==> src/rtl/mem_phase_seq.sv <==
// mem_phase_seq: sequences two insn fetches and one data access over one BRAM port.
// Ports: clk, rst; req_* request handshake in; rsp_* response out; m_* BRAM side; err.
// Option: define MEM_BOUNDS_CHECK_EN to flag out-of-range addresses and block those stores.
module mem_phase_seq #(
  parameter int ADDR_W    = 16,
  parameter int DATA_W    = 16,
  parameter int MEM_DEPTH = 1024
) (
  input  logic              clk,
  input  logic              rst,
  input  logic              req_valid,
  output logic              req_ready,
  input  logic [ADDR_W-1:0] req_i1a,
  input  logic [ADDR_W-1:0] req_i2a,
  input  logic [ADDR_W-1:0] req_da,
  input  logic [DATA_W-1:0] req_din,
  input  logic              req_we,
  output logic              rsp_valid,
  output logic [DATA_W-1:0] rsp_i1,
  output logic [DATA_W-1:0] rsp_i2,
  output logic [DATA_W-1:0] rsp_d,
  output logic              m_i1re,
  output logic              m_i2re,
  output logic              m_dre,
  output logic              m_gwe,
  output logic [ADDR_W-1:0] m_i1addr,
  output logic [ADDR_W-1:0] m_i2addr,
  output logic [ADDR_W-1:0] m_daddr,
  output logic [DATA_W-1:0] m_din,
  output logic              m_dwe,
  input  logic [DATA_W-1:0] m_i1out,
  input  logic [DATA_W-1:0] m_i2out,
  input  logic [DATA_W-1:0] m_dout,
  output logic              err
);

  typedef enum logic [2:0] {
    IDLE,
    P0,
    P1,
    P2,
    P3
  } state_t;

  state_t state;
  state_t state_nx;
  logic   accept;
  logic   we_ok;
  logic   we_q;

  // P3 overlaps with the next accept so
  // back-to-back requests see no gap.
  assign req_ready = (state == IDLE || state == P3) && !rst;
  assign accept    = req_valid && req_ready;

  always_comb begin
    state_nx = state;
    unique case (state)
      IDLE:    state_nx = accept ? P0 : IDLE;
      P0:      state_nx = P1;
      P1:      state_nx = P2;
      P2:      state_nx = P3;
      P3:      state_nx = accept ? P0 : IDLE;
      default: state_nx = IDLE;
    endcase
  end

`ifdef MEM_BOUNDS_CHECK_EN
  logic oob;

  assign oob = (32'(req_i1a) >= MEM_DEPTH)
            || (32'(req_i2a) >= MEM_DEPTH)
            || (32'(req_da) >= MEM_DEPTH);
  assign we_ok = 32'(req_da) < MEM_DEPTH;

  always_ff @(posedge clk) begin
    if (rst) begin
      err <= 1'b0;
    end else if (accept && oob) begin
      err <= 1'b1;
    end
  end
`else
  logic unused_depth;

  assign unused_depth = ^32'(MEM_DEPTH);
  assign we_ok        = 1'b1;
  assign err          = 1'b0;
`endif

  // Strobes and store enable are decoded from
  // the next state so they are registered and
  // line up exactly with the phase they name.
  always_ff @(posedge clk) begin
    if (rst) begin
      state     <= IDLE;
      we_q      <= 1'b0;
      m_i1re    <= 1'b0;
      m_i2re    <= 1'b0;
      m_dre     <= 1'b0;
      m_gwe     <= 1'b0;
      m_dwe     <= 1'b0;
      m_i1addr  <= '0;
      m_i2addr  <= '0;
      m_daddr   <= '0;
      m_din     <= '0;
      rsp_valid <= 1'b0;
      rsp_i1    <= '0;
      rsp_i2    <= '0;
      rsp_d     <= '0;
    end else begin
      state     <= state_nx;
      m_i1re    <= state_nx == P0;
      m_i2re    <= state_nx == P1;
      m_dre     <= state_nx == P2;
      m_gwe     <= state_nx == P3;
      m_dwe     <= we_q
                && (state_nx == P2 || state_nx == P3);
      rsp_valid <= state == P3;
      if (accept) begin
        m_i1addr <= req_i1a;
        m_i2addr <= req_i2a;
        m_daddr  <= req_da;
        m_din    <= req_din;
        we_q     <= req_we && we_ok;
      end
      // BRAM read data lands one phase after
      // its strobe, hence the one-phase lag.
      if (state == P1) begin
        rsp_i1 <= m_i1out;
      end
      if (state == P2) begin
        rsp_i2 <= m_i2out;
      end
      if (state == P3) begin
        rsp_d <= m_dout;
      end
    end
  end

endmodule

==> config.mk <==
export PLATFORM = sky130hd
export DESIGN_NAME = mem_phase_seq
export DESIGN_NICKNAME = d
export VERILOG_FILES = /design/src/rtl/mem_phase_seq.sv
export SDC_FILE = /design/constraint.sdc
export NUM_CORES = 1
export LEC_CHECK = 0
export ABC_AREA = 0
export BUFFER_PORTS_ARGS = -buffer_cell sky130_fd_sc_hd__clkbuf_2
export CAP_MARGIN = 20
export CORE_MARGIN = 4
export CORE_UTILIZATION = 45
export DETAILED_ROUTE_END_ITERATION = 10
export GPL_ROUTABILITY_DRIVEN = 0
export PLACE_DENSITY = 0.74
export REMOVE_ABC_BUFFERS = 1
export SLEW_MARGIN = 15
export SYNTH_ARGS = -nofsm -noshare
export SYNTH_HDL_FRONTEND = slang
export SYNTH_SLANG_ARGS = --single-unit
==> constraint.sdc <==
create_clock -name clk -period 1.6 [get_ports clk]
set_input_delay 0.24 -clock clk [delete_from_list [all_inputs] [get_ports clk]]
set_output_delay 0.24 -clock clk [all_outputs]
set_load 0.01 [all_outputs]
==> results.py <==
metrics = {
    "logic_synthesis": {
        "ys_warn_count": 0,
        "yosysSeqAreaShare_pct": 45.0,
        "synth_area_per_cell_um2": 10.4,
        "synth-seq-cells": 122,
        "netlist_instances": 522,
        "netlist_area_um2": 5420,
        "ys_types": 18,
    },
    "final_layout": {
        "drive_gt1_share_pct": 36.7,
        "layout.cells.non_filler": 898,
        "nets": 859,
        "layout_common_cells": "clkbuf_2 (233), nand2b_1 (228), dfxtp_1 (122)",
        "area_delta_synth_final_pct": 33.4,
        "final_common_cell": "clkbuf_2",
        "utilization_pct": 62.3,
        "fill_cells": 970,
        "fin_area_um2": 7230,
        "diodes": 0,
    },
    "route": {
        "firstDrtPassIters": 4,
        "vias_per_cell": 4.63,
        "routed_wl_um": 12400,
        "vias": 4162,
        "postRouteAntennaNets": 0,
        "routedWlPerCell_um": 13.8,
        "drcViolationCount": 0,
        "drt_iter0_drc": 201,
    },
    "die": {
        "rows": 39,
        "die-area_um2": 13900,
        "die_h_um": 118,
        "core_um2": 11600,
        "ioPinCount": 236,
        "fp.dieW_um": 118,
        "initial_core_util_pct": 46.7,
    },
    "critical_path": {
        "required_ns": 1.36,
        "timing.rr.start": "state[1]",
        "reg2reg_depth": 3,
        "endpoint": "req_ready",
        "worstSetupPathType": "flip-flop to primary output",
        "startpoint_type": "flip-flop",
        "rrSetupSlack_ns": 0.19,
        "critPathMaxFanout": 11,
        "critPathLaunch": "state[1]",
        "crit_arrival_ns": 1.27,
        "crit_path_end_kind": "primary output",
        "r2r_end": "rsp_i1[7]",
    },
    "sta": {
        "setup_viol": 0,
        "max_freq_mhz": 664,
        "clock-skew-final_ns": 0.00610,
        "period_minus_slack_ns": 1.51,
        "drv_slew": 0,
        "rsz0062_at_grt": "false",
        "min_period_over_period_pct": 94.2,
        "hold_violations": 0,
    },
    "pwr": {
        "power_leakage_nw": 3.27,
        "ir_drop_uv": 673,
        "powerDensity_nw_per_um2": 1170,
    },
    "status": {
        "status": "completed",
    },
    "flow_run": {
        "maxCapViolCount": 0,
    },
    "grt": {
        "gr-usage-all-layers_pct": 18.0,
        "grt_max_degree": 132,
        "grt_overflow": 0,
        "grt_pass1_vias": 4133,
        "met1_usage_pct": 19.6,
        "grtUsageMet3_pct": 6.34,
        "antenna_found_initial": 0,
        "grt-busiest-layer": "met2",
        "grt.met2_usage_pct": 31.7,
        "grt_pass1_wl_um": 20300,
    },
    "cts": {
        "clk_pin_slew_worst_paths_ns": 0.05,
        "clk_path_buf_depth": 2,
        "cts-hold-fix-buffers": 0,
        "cts_root_buffer": "clkbuf_16",
        "htreeDepth": 4,
        "numCtsBuffers": 17,
        "clk_latency_ns": 0.41,
        "cts_tree": "built",
        "cts.sinks": 122,
    },
    "place": {
        "place_inst": 867,
        "dp_hpwl_um": 9310,
        "placed_cell_area_um2": 6650,
        "portBuffers": 234,
    },
    "hold_path": {
        "min_path_type": "input pin to flip-flop",
        "min_path_cells": 3,
    },
}
-- Yosys cell counts --
master	instances	area, um^2
buf_2	4	20.0
nor3b_2	3	37.5
buf_4	3	22.5
mux2i_1	113	1130
buf_8	7	105
conb_1	1	3.75
nor2b_1	2	12.5
a211oi_1	1	7.51
and3b_1	1	8.76
and2_1	1	6.26
buf_6	6	67.6
nand2_1	1	3.75
nor3_1	4	20.0
clkbuf_1	22	82.6
xnor2_1	1	8.76
nand2b_1	228	1430
nor4b_1	2	17.5
dfxtp_1	122	2440
-- worst max-delay path: stages, from the launching register on --
cell,delay (ns)
dfxtp_1,0.43
nor3_2,0.26
clkbuf_2,0.17
-- where the power goes --
part	internal (mW)	switching, mW	total, mW	leakage (nW)
logic	0.688	0.619	1.31	1.98
registers	3.28	0.148	3.43	0.995
clock network	2.43	1.28	3.71	0.289
-- cells by family after synthesis --
kind of cell | Yosys count | synth area share [%]
buffers and inverters | 42 | 5.49
AOI/OAI and AO/OA | 1 | 0.138
other | 1 | 0.0691
muxes | 113 | 20.9
DFF | 122 | 45.0
and+or+nand+nor | 242 | 28.3
xor gates and xnor gates | 1 | 0.162
-- routing by layer --
metal / wire length [um] / vias to the layer above
met4: 257 / 0
met3: 773 / 22
met1: 4870 / 1892
met2: 6530 / 129
li1: - / 2119
met5: 0 / -
-- registers in the layout, indices dropped and copies added (netlist names), 3 cells and up --
| name | cells |
|---|---|
| rsp_d | 16 |
| rsp_i2 | 16 |
| m_i2addr | 16 |
| rsp_i1 | 16 |
| m_din | 16 |
| state | 3 |
| m_i1addr | 16 |
| m_daddr | 16 |
-- through the flow --
stage	hold slack (ns)	setup WS, ns	TNS [ns]	total power, mW
3_5_place_dp	0.444	0.216	0	4.81
2_1_floorplan	0.312	-2.94	-196.54	4.23
4_1_cts	0.0513	0.0267	0	8.55
6_report	0.0712	0.0931	0	8.44
3_3_place_gp	0.440	0.303	0	4.77
5_1_grt	0.0624	0.0149	0	8.82
-- cell type report --
| cell class | count | area (um^2) | area share (%) |
|---|---|---|---|
| Sequential cell | 122 | 2440 | 33.8 |
| Timing Repair Buffer | 244 | 1340 | 18.5 |
| Clock buffer | 23 | 488 | 6.75 |
| Tap cell | 143 | 179 | 2.47 |
| Multi-Input combinational cell | 358 | 2700 | 37.3 |
| Clock inverter | 8 | 92.6 | 1.28 |
-- how the worst min path moves through the flow --
stage | startpoint | to | slack, ns
3_5_place_dp | we_q | m_dwe | 0.44
6_report | m_i2out[15] | rsp_i2[15] | 0.07
5_1_grt | req_da[3] | m_daddr[3] | 0.06
3_3_place_gp | we_q | m_dwe | 0.44
4_1_cts | m_i2out[15] | rsp_i2[15] | 0.05
2_1_floorplan | rst | m_gwe | 0.31
-- what timing repair did --
action	CTS	global route
endpoints found under the hold margin	0	0
buffers inserted	0	0
resized for setup	1	0
endpoints found under the setup margin	1	0
Power figures use the tool's default switching activity.
